File: config.mk
export PLATFORM = sky130hd
export DESIGN_NAME = stack_queue
export DESIGN_NICKNAME = d
export VERILOG_FILES = /design/src/rtl/stack_queue.sv
export SDC_FILE = /design/constraint.sdc
export NUM_CORES = 1
export LEC_CHECK = 0
export CAP_MARGIN = 20
export CORE_AREA = 4 4 99 101
export CTS_BUF_LIST = sky130_fd_sc_hd__clkbuf_4 sky130_fd_sc_hd__clkbuf_8 sky130_fd_sc_hd__clkbuf_16
export DETAILED_ROUTE_END_ITERATION = 12
export DIE_AREA = 0 0 103 105
export GPL_ROUTABILITY_DRIVEN = 0
export MAX_ROUTING_LAYER = met4
export SYNTH_ARGS = -nofsm -noshare
export SYNTH_HDL_FRONTEND = slang
export SYNTH_SLANG_ARGS = --single-unit
File: constraint.sdc
create_clock -name clock -period 3.8 [get_ports clock]
set_input_delay 0.76 -clock clock [delete_from_list [all_inputs] [get_ports clock]]
set_output_delay 0.76 -clock clock [all_outputs]
set_load 0.1 [all_outputs]
File: src/rtl/stack_queue.sv
// stack_queue: dual-mode (LIFO / FIFO) storage buffer over a circular array.
// One push and/or one pop per cycle, registered pop data with a valid pulse,
// occupancy status, and sticky overflow/underflow flags.
module stack_queue #(
   parameter  int DEPTH    = 6,
   parameter  int DATA_W   = 10,
   parameter  int AFULL_TH = 4,
   localparam int CNT_W    = $clog2(DEPTH + 1)
) (
   input  logic              clock,
   input  logic              reset,
   input  logic              mode,
   input  logic              push,
   input  logic              pop,
   input  logic [DATA_W-1:0] datain,
   input  logic              clr_err,
   output logic [DATA_W-1:0] dataout,
   output logic              val,
   output logic              full,
   output logic              empty,
   output logic              almost_full,
   output logic [CNT_W-1:0]  count,
   output logic              overflow,
   output logic              underflow,
   output logic              cur_mode
);

   localparam int                PTR_W   = $clog2(DEPTH);
   localparam logic [PTR_W-1:0]  PTR_MAX = PTR_W'(DEPTH - 1);
   localparam logic [CNT_W-1:0]  CNT_MAX = CNT_W'(DEPTH);
   localparam logic [CNT_W-1:0]  CNT_AF  = CNT_W'(AFULL_TH);

   logic [DATA_W-1:0] mem_q [0:DEPTH-1];
   logic [PTR_W-1:0]  wr_ptr_q, wr_ptr_d;
   logic [PTR_W-1:0]  rd_ptr_q, rd_ptr_d;
   logic [CNT_W-1:0]  count_q, count_d;
   logic [DATA_W-1:0] dataout_q, dataout_d;
   logic              val_q, val_d;
   logic              ovf_q, ovf_d;
   logic              unf_q, unf_d;
   logic              mode_q, mode_d;

   logic              wr_en;
   logic [PTR_W-1:0]  wr_addr;
   logic [PTR_W-1:0]  rd_addr;
   logic [PTR_W-1:0]  top;
   logic              is_empty, is_full;

   // Wrap by explicit compare so non-power-of-2 depths work.
   function automatic logic [PTR_W-1:0] ptr_inc(input logic [PTR_W-1:0] p);
      return (p == PTR_MAX) ? '0 : p + PTR_W'(1);
   endfunction

   function automatic logic [PTR_W-1:0] ptr_dec(input logic [PTR_W-1:0] p);
      return (p == '0) ? PTR_MAX : p - PTR_W'(1);
   endfunction

   assign is_empty    = (count_q == '0);
   assign is_full     = (count_q == CNT_MAX);
   assign top         = ptr_dec(wr_ptr_q);

   assign empty       = is_empty;
   assign full        = is_full;
   assign almost_full = (count_q >= CNT_AF);
   assign count       = count_q;
   assign dataout     = dataout_q;
   assign val         = val_q;
   assign overflow    = ovf_q;
   assign underflow   = unf_q;
   assign cur_mode    = mode_q;

   // Next-state: decode the push/pop combination against current occupancy and mode.
   always_comb begin
      wr_ptr_d  = wr_ptr_q;
      rd_ptr_d  = rd_ptr_q;
      count_d   = count_q;
      dataout_d = dataout_q;
      val_d     = 1'b0;
      ovf_d     = ovf_q & ~clr_err;
      unf_d     = unf_q & ~clr_err;
      mode_d    = mode_q;
      wr_en     = 1'b0;
      wr_addr   = wr_ptr_q;
      rd_addr   = mode_q ? rd_ptr_q : top;

      if (push && pop) begin
         if (is_empty) begin
            // Nothing to pop yet: the write goes through, the read is an error.
            wr_en    = 1'b1;
            wr_ptr_d = ptr_inc(wr_ptr_q);
            count_d  = count_q + CNT_W'(1);
            unf_d    = 1'b1;
         end else begin
            dataout_d = mem_q[rd_addr];
            val_d     = 1'b1;
            wr_en     = 1'b1;
            if (mode_q) begin
               wr_ptr_d = ptr_inc(wr_ptr_q);
               rd_ptr_d = ptr_inc(rd_ptr_q);
            end else begin
               // Replace the top in place; the old top is read before the write lands.
               wr_addr = top;
            end
         end
      end else if (push) begin
         if (is_full) begin
            ovf_d = 1'b1;
         end else begin
            wr_en    = 1'b1;
            wr_ptr_d = ptr_inc(wr_ptr_q);
            count_d  = count_q + CNT_W'(1);
         end
      end else if (pop) begin
         if (is_empty) begin
            unf_d = 1'b1;
         end else begin
            dataout_d = mem_q[rd_addr];
            val_d     = 1'b1;
            count_d   = count_q - CNT_W'(1);
            if (mode_q) rd_ptr_d = ptr_inc(rd_ptr_q);
            else        wr_ptr_d = top;
         end
      end

      if (is_empty && !push) mode_d = mode;

      // A push coincident with reset must not reach the array.
      if (!reset) wr_en = 1'b0;
   end

   // Control and output registers with synchronous active-low reset.
   always_ff @(posedge clock) begin
      if (!reset) begin
         wr_ptr_q  <= '0;
         rd_ptr_q  <= '0;
         count_q   <= '0;
         dataout_q <= '0;
         val_q     <= 1'b0;
         ovf_q     <= 1'b0;
         unf_q     <= 1'b0;
         mode_q    <= 1'b0;
      end else begin
         wr_ptr_q  <= wr_ptr_d;
         rd_ptr_q  <= rd_ptr_d;
         count_q   <= count_d;
         dataout_q <= dataout_d;
         val_q     <= val_d;
         ovf_q     <= ovf_d;
         unf_q     <= unf_d;
         mode_q    <= mode_d;
      end
   end

   // Storage array write port; contents are never cleared.
   always_ff @(posedge clock) begin
      if (wr_en) mem_q[wr_addr] <= datain;
   end

endmodule
# Word-level counts from Yosys, hierarchy flattened
# Memories as Yosys holds them, arrays and structs flattened.
# Index checks and enable logic that the tools add are counted.
dict set report classes {
  n_addsub 5
  n_lt_le_gt_ge 1
  n_eq_ne 8
  muxes 45
  bitwise_logic 3
  reduce_logical 10
}
# operator n
set op_table {}
lappend op_table {{3-bit two-way mux} 24}
lappend op_table {{10-bit two-way mux} 4}
lappend op_table {{1-bit two-way mux} 17}
lappend op_table {{3-bit by 1-bit adder with 3-bit output, second input constant} 3}
lappend op_table {{3-bit == test, second input constant} 3}
lappend op_table {{3-bit logical NOT} 2}
lappend op_table {{3-bit by 2-bit != test with 1-bit output, second input constant} 2}
lappend op_table {{3-bit by 1-bit subtractor with 3-bit output, second input constant} 2}
lappend op_table {{4-bit AND reduction} 1}
lappend op_table {{3-bit greater-or-equal comparator, second input constant} 1}
lappend op_table {{3-bit != test, second input constant} 1}
lappend op_table {{3-bit AND reduction} 1}
lappend op_table {{3-bit nonzero test} 1}
lappend op_table {{1-bit AND} 2}
lappend op_table {{1-bit logical AND} 2}
lappend op_table {{2-bit by 1-bit != test with 1-bit output, second input constant} 1}
lappend op_table {{2-bit != test, second input constant} 1}
lappend op_table {{2-bit AND reduction} 1}
lappend op_table {{2-bit nonzero test} 1}
lappend op_table {{1-bit logical NOT} 1}
lappend op_table {{1-bit inverter} 1}
dict set report word_totals {
  regBits 23
  ram_bits 60
  input_bits 16
  output_inout_bits 20
  word_cells 81
  memories 1
}
# memory depth word_bits rd rd_clocked_by_memory_dff write_ports line
set mem_list {}
lappend mem_list {mem_q 6 10 1 0 1 33} ;# logic [DATA_W-1:0] mem_q [0:DEPTH-1];

# Depth between registers and ports, before layout
# An unclocked memory read counts as a cell.
dict set report logic_depth {
  word_depth 8
  depth_mapped 10
  ltp_nobuf 8
}

# Worst setup path after synthesis
# No wires, ideal clock.
dict set report synth_path {
  kind {register to register}
  start {register count_q[0] (netlist: count[0])}
  end {memory mem_q[4][0], enable pin}
  setup_time_ns 0.392
  arrival_time_ns 3.082
  required_time_ns 3.408
  setup_slack_ns 0.326
  path_stages_with_launch 8
  n_path_buf 0
  period_less_slack_ns 3.474
  path_cell_list {dfxtp_1 -> inv_1 -> ha_1 -> nand2b_4 -> inv_4 -> nor4b_1 -> a32oi_1 -> nor3b_1}
}
dict set report synth_via {
  elab_cells_between_ends 10
  cone_classes {1 x eq/ne; 8 x mux; 1 x reduce/logical}
}
# element line
set synth_rtl {}
lappend synth_rtl {{start: declaration} 36} ;# logic [CNT_W-1:0] count_q, count_d;
lappend synth_rtl {{start signal: assignment} 145} ;# count_q <= count_d;
lappend synth_rtl {{3-bit logical NOT} 58} ;# assign is_empty = (count_q == '0);
lappend synth_rtl {{net empty} 20} ;# output logic empty,
lappend synth_rtl {{3-bit two-way mux} 87} ;# if (is_empty) begin
lappend synth_rtl {{3-bit two-way mux} 86} ;# if (push && pop) begin
lappend synth_rtl {{end: declaration} 33}
# The timed path passes the listed nets, and every way through them passes these cells.

# Worst setup path in the final report
dict set report layout_path {
  start {input pop}
  end {memory mem_q[5][2], enable pin}
}
dict set report layout_via {
  elab_chain_cells 5
  elab_cells_between_ends 6
  cone_classes {5 x mux; 1 x reduce/logical}
}
# element line
set layout_rtl {}
lappend layout_rtl {{start: declaration} 14} ;# input logic pop,
lappend layout_rtl {{1-bit logical AND *} 86}
lappend layout_rtl {{1-bit two-way mux} 86}
lappend layout_rtl {{1-bit two-way mux} 128} ;# if (!reset) wr_en = 1'b0;
lappend layout_rtl {{1-bit two-way mux} 156} ;# if (wr_en) mem_q[wr_addr] <= datain;
lappend layout_rtl {{1-bit two-way mux (not written as such)} 156}
# Mark *: on every way between the ends. The rest lies on a longest branch, timed or not.

==> metrics.yaml <==
run_status: "finished clean"
vias_per_cell: 5.16
via_count: 2081
rsz0062_at_grt: "no"
clkSlewWorstSetupHoldPaths_ps: 80
area_growth_syn_to_layout_pct: 21.6
clock_insertion_delay_worst_skew_ps: 340
final_nets: 308
worst_r2r_setup_slack_ps: 1230
fin_worst_skew_ps: 9.26
coreArea_um2: 9020
cp-start-kind: "primary input"
relSlewSlack_pct: 34.4
multi_input_gate_area_um2: 1140
required_ps: 3840
pwr_density_cell_nw_per_um2: 710
crit_path_cell_trace: "clkdlybuf4s50_1 -> inv_1 -> nor4b_1 -> a32oi_1 -> nor3_1 -> buf_4"
post_cts.repair.setup_buffers: 0
synth_enable_flop_cells: 60
critPathMaxStageDelay_ps: 650
drive_above_1_share_pct: 17.1
floorplan.die.height_um: 105
report.final.hold_viol_count: 0
critical-path-top-delay-family: "buffers and inverters"
r2r_cells: 7
yosysUniqueCellTypes: 50
crit_start: "pop"
vdd_ir_drop_max_v: 0.000305
port-buffer-count: 35
worst_hold_path.endpoint: "rd_ptr_q[2]"
critPathBufInv: 3
synth_top_flop_cell: "sky130_fd_sc_hd__edfxtp_1"
combinationalPowerShare_pct: 38.1
ys_seq_area_share_pct: 64.9
design_power_total_mw: 3.01
ctsRootBufferMaster: "sky130_fd_sc_hd__clkbuf_8"
totalNegativeSetupSlack_ps: 0
htreeDepth: 3
leakage_nw: 1.46
synth_largest_type_area_fraction_pct: 51.7
synth_area_um2: 3480
synth_common_cells: "60 x sky130_fd_sc_hd__edfxtp_1, 23 x sky130_fd_sc_hd__dfxtp_1, 19 x sky130_fd_sc_hd__nor2_1"
postCtsResizedCells: 0
number_of_diodes: 0
start_util_pct: 38.6
synth-warning-count: 0
critical-path-slowest-cell: "sky130_fd_sc_hd__clkdlybuf4s50_1"
fin_cells: 403
synth.ff_latch_count: 83
drt_pass1_iterations: 4
dieArea_um2: 10800
critical_path_peak_fanout: 10
mappedNetlistNets: 261
max-clock-path-buffers: 2
filler_cell_count: 792
seqPwrFrac_pct: 37.9
timing_worst_slew_pin_value_ps: 981
critical_path.endpoint_type: "flop"
cell_count_of_the_worst_hold_path: 2
cts_tree: "done"
grt_pass1_wl_um: 10700
layout.area.seq_um2: 2260
wl_per_cell_um: 16.8
route.antenna.remaining_nets: 0
antenna_found_initial: 0
asyncSetResetFlopFracSynth_pct: 0
worstSetupPathType: "primary input to flop"
overflow: 0
synth.largest_area_cell: "sky130_fd_sc_hd__edfxtp_1"
min_period_over_period_pct: 73.1
finalHoldWorstSlack_ps: 484
power.share.clock_pct: 24.0
syn_inst: 240
post_cts_hold_buffer_count: 0
totalWireLength_um: 6780
cts_num_sinks: 83
synth_area_per_cell_um2: 14.5
core.rowCount: 35
worst_ep_arrival_time_ps: 2820
rr_endpoint: "dataout[0]"
switching_share_pct: 39.0
dpl.hpwl_um: 4460
maximum_number_of_pins_on_one_net_before_global_route_repair: 21
groute.usage.overall_pct: 13.5
finalSetupViolations: 0
power_dissipated_by_switching_net_loads_mw: 1.17
min_period_ps: 2780
drc_errors: 0
clock.fmax_mhz: 360
synth_top_cells_by_area: "sky130_fd_sc_hd__edfxtp_1 52%, sky130_fd_sc_hd__dfxtp_1 13%, sky130_fd_sc_hd__mux4_2 6.5%, sky130_fd_sc_hd__mux2i_1 4.6%, sky130_fd_sc_hd__a221o_1 2.9%"
die_width_um: 103
hold_path.startpoint: "rd_ptr_q[2]"
timing.hold.worst.class: "flop to flop"
report.final.slew_viol_count: 0
yosys.cell_count.top_type: "sky130_fd_sc_hd__edfxtp_1"
io-pin-count: 36
cts-buffers-inserted: 9
detail_route.iter0.violations: 126
maxCapViolations: 0
first_global_vias: 2048
rr_startpoint: "wr_ptr_q[0]"
dpl.cell_count: 387
p_int_mw: 1.84
-- layout by cell type (no fill, tap or decap), types with 2 or more instances in the layout --
| cell type | count |
|---|---|
| sky130_fd_sc_hd__o21ai_0 | 6 |
| sky130_fd_sc_hd__edfxtp_1 | 60 |
| sky130_fd_sc_hd__and2_1 | 3 |
| sky130_fd_sc_hd__a21oi_1 | 10 |
| sky130_fd_sc_hd__buf_4 | 14 |
| sky130_fd_sc_hd__dfxtp_1 | 23 |
| sky130_fd_sc_hd__mux2i_1 | 15 |
| sky130_fd_sc_hd__nor3b_1 | 3 |
| sky130_fd_sc_hd__clkbuf_8 | 10 |
| sky130_fd_sc_hd__nor3_2 | 2 |
| sky130_fd_sc_hd__nor3_1 | 3 |
| sky130_fd_sc_hd__nor2b_1 | 5 |
| sky130_fd_sc_hd__nand3_1 | 4 |
| sky130_fd_sc_hd__nor2_1 | 19 |
| sky130_fd_sc_hd__a221o_1 | 10 |
| sky130_fd_sc_hd__clkdlybuf4s50_1 | 32 |
| sky130_fd_sc_hd__xnor2_1 | 3 |
| sky130_fd_sc_hd__nand2_1 | 10 |
| sky130_fd_sc_hd__inv_1 | 8 |
| sky130_fd_sc_hd__o2bb2ai_1 | 2 |
| sky130_fd_sc_hd__bufinv_16 | 2 |
| sky130_fd_sc_hd__or3b_2 | 2 |
| sky130_fd_sc_hd__ha_1 | 5 |
| sky130_fd_sc_hd__mux4_2 | 10 |
| sky130_fd_sc_hd__a221oi_1 | 2 |
-- worst min-delay path: cells and delay by family (launching register included) --
kind	cells	cell delay [ps]
flops	1	330
simple gates	1	60
compound gates	1	50
-- cell families (layout without fill, tap and decap cells) --
logic type,after synthesis,count (layout),synth area share [%]
buffers and inverters,20,72,2.80
and+or+nand+nor,61,61,9.66
adders and majority gates,5,5,1.80
muxes,27,27,11.4
xor gates and xnor gates,4,4,1.01
DFF,83,83,64.9
AOI/OAI and AO/OA,40,40,8.44
-- layer usage --
metal | vias up | GRT usage (%) | routed length (um) | part of all wire, %
met4 | 0 | 5.27 | 59 | 0.87
li1 | 1014 | - | - | -
met3 | 4 | 2.60 | 247 | 3.6
met1 | 1025 | 18.8 | 3210 | 47
met2 | 38 | 19.6 | 3260 | 48
met5 | - | - | 0 | 0
-- stage by stage --
stage / setup slack (ps) / area (um^2) / util (%)
final: 1020 / 4240 / 47.0
after CTS: 1020 / 4240 / 47.0
after global placement: 866 / 4000 / 44.4
after global routing: 910 / 4240 / 47.0
after floorplan: 326 / 3480 / -
after detailed placement: 727 / 4000 / 44.4
-- area by class of cell --
class | instances | area share (%)
multi-input combinational | 137 | 26.8
timing repair buffer | 46 | 10.0
tap | 111 | 3.28
clock inverter | 6 | 2.27
sequential | 83 | 53.4
inverter | 10 | 0.945
clock buffer | 10 | 3.25
-- power by group through the flow --
| stage | combinational (mW) | sequential [mW] | clock [mW] |
|---|---|---|---|
| 6_report | 1.15 | 1.14 | 0.724 |
| 5_1_grt | 1.21 | 1.15 | 0.787 |
| 4_1_cts | 1.16 | 1.14 | 0.743 |
| 3_5_place_dp | 1.15 | 1.16 | 0 |
| 3_3_place_gp | 1.15 | 1.16 | 0 |
| 2_1_floorplan | 0.553 | 1.50 | 0 |
-- how the worst max path moves through the flow --
| stage | to | slack [ps] | cells after the start |
|---|---|---|---|
| 3_3_place_gp | mem_q[4][1] | 870 | 6 |
| 2_1_floorplan | mem_q[4][0] | 330 | 7 |
| 4_1_cts | count[2] | 1020 | 1 |
| 3_5_place_dp | mem_q[5][9] | 730 | 6 |
| 5_1_grt | mem_q[0][3] | 910 | 7 |
| 6_report | mem_q[5][2] | 1020 | 6 |
-- sequential cells by signal, summed over array words and instances (netlist names) --
name	flops
mem_q	60
val	1
underflow	1
cur_mode	1
wr_ptr_q	3
rd_ptr_q	3
count	3
overflow	1
dataout	10
(Power assumes the default switching activity.)
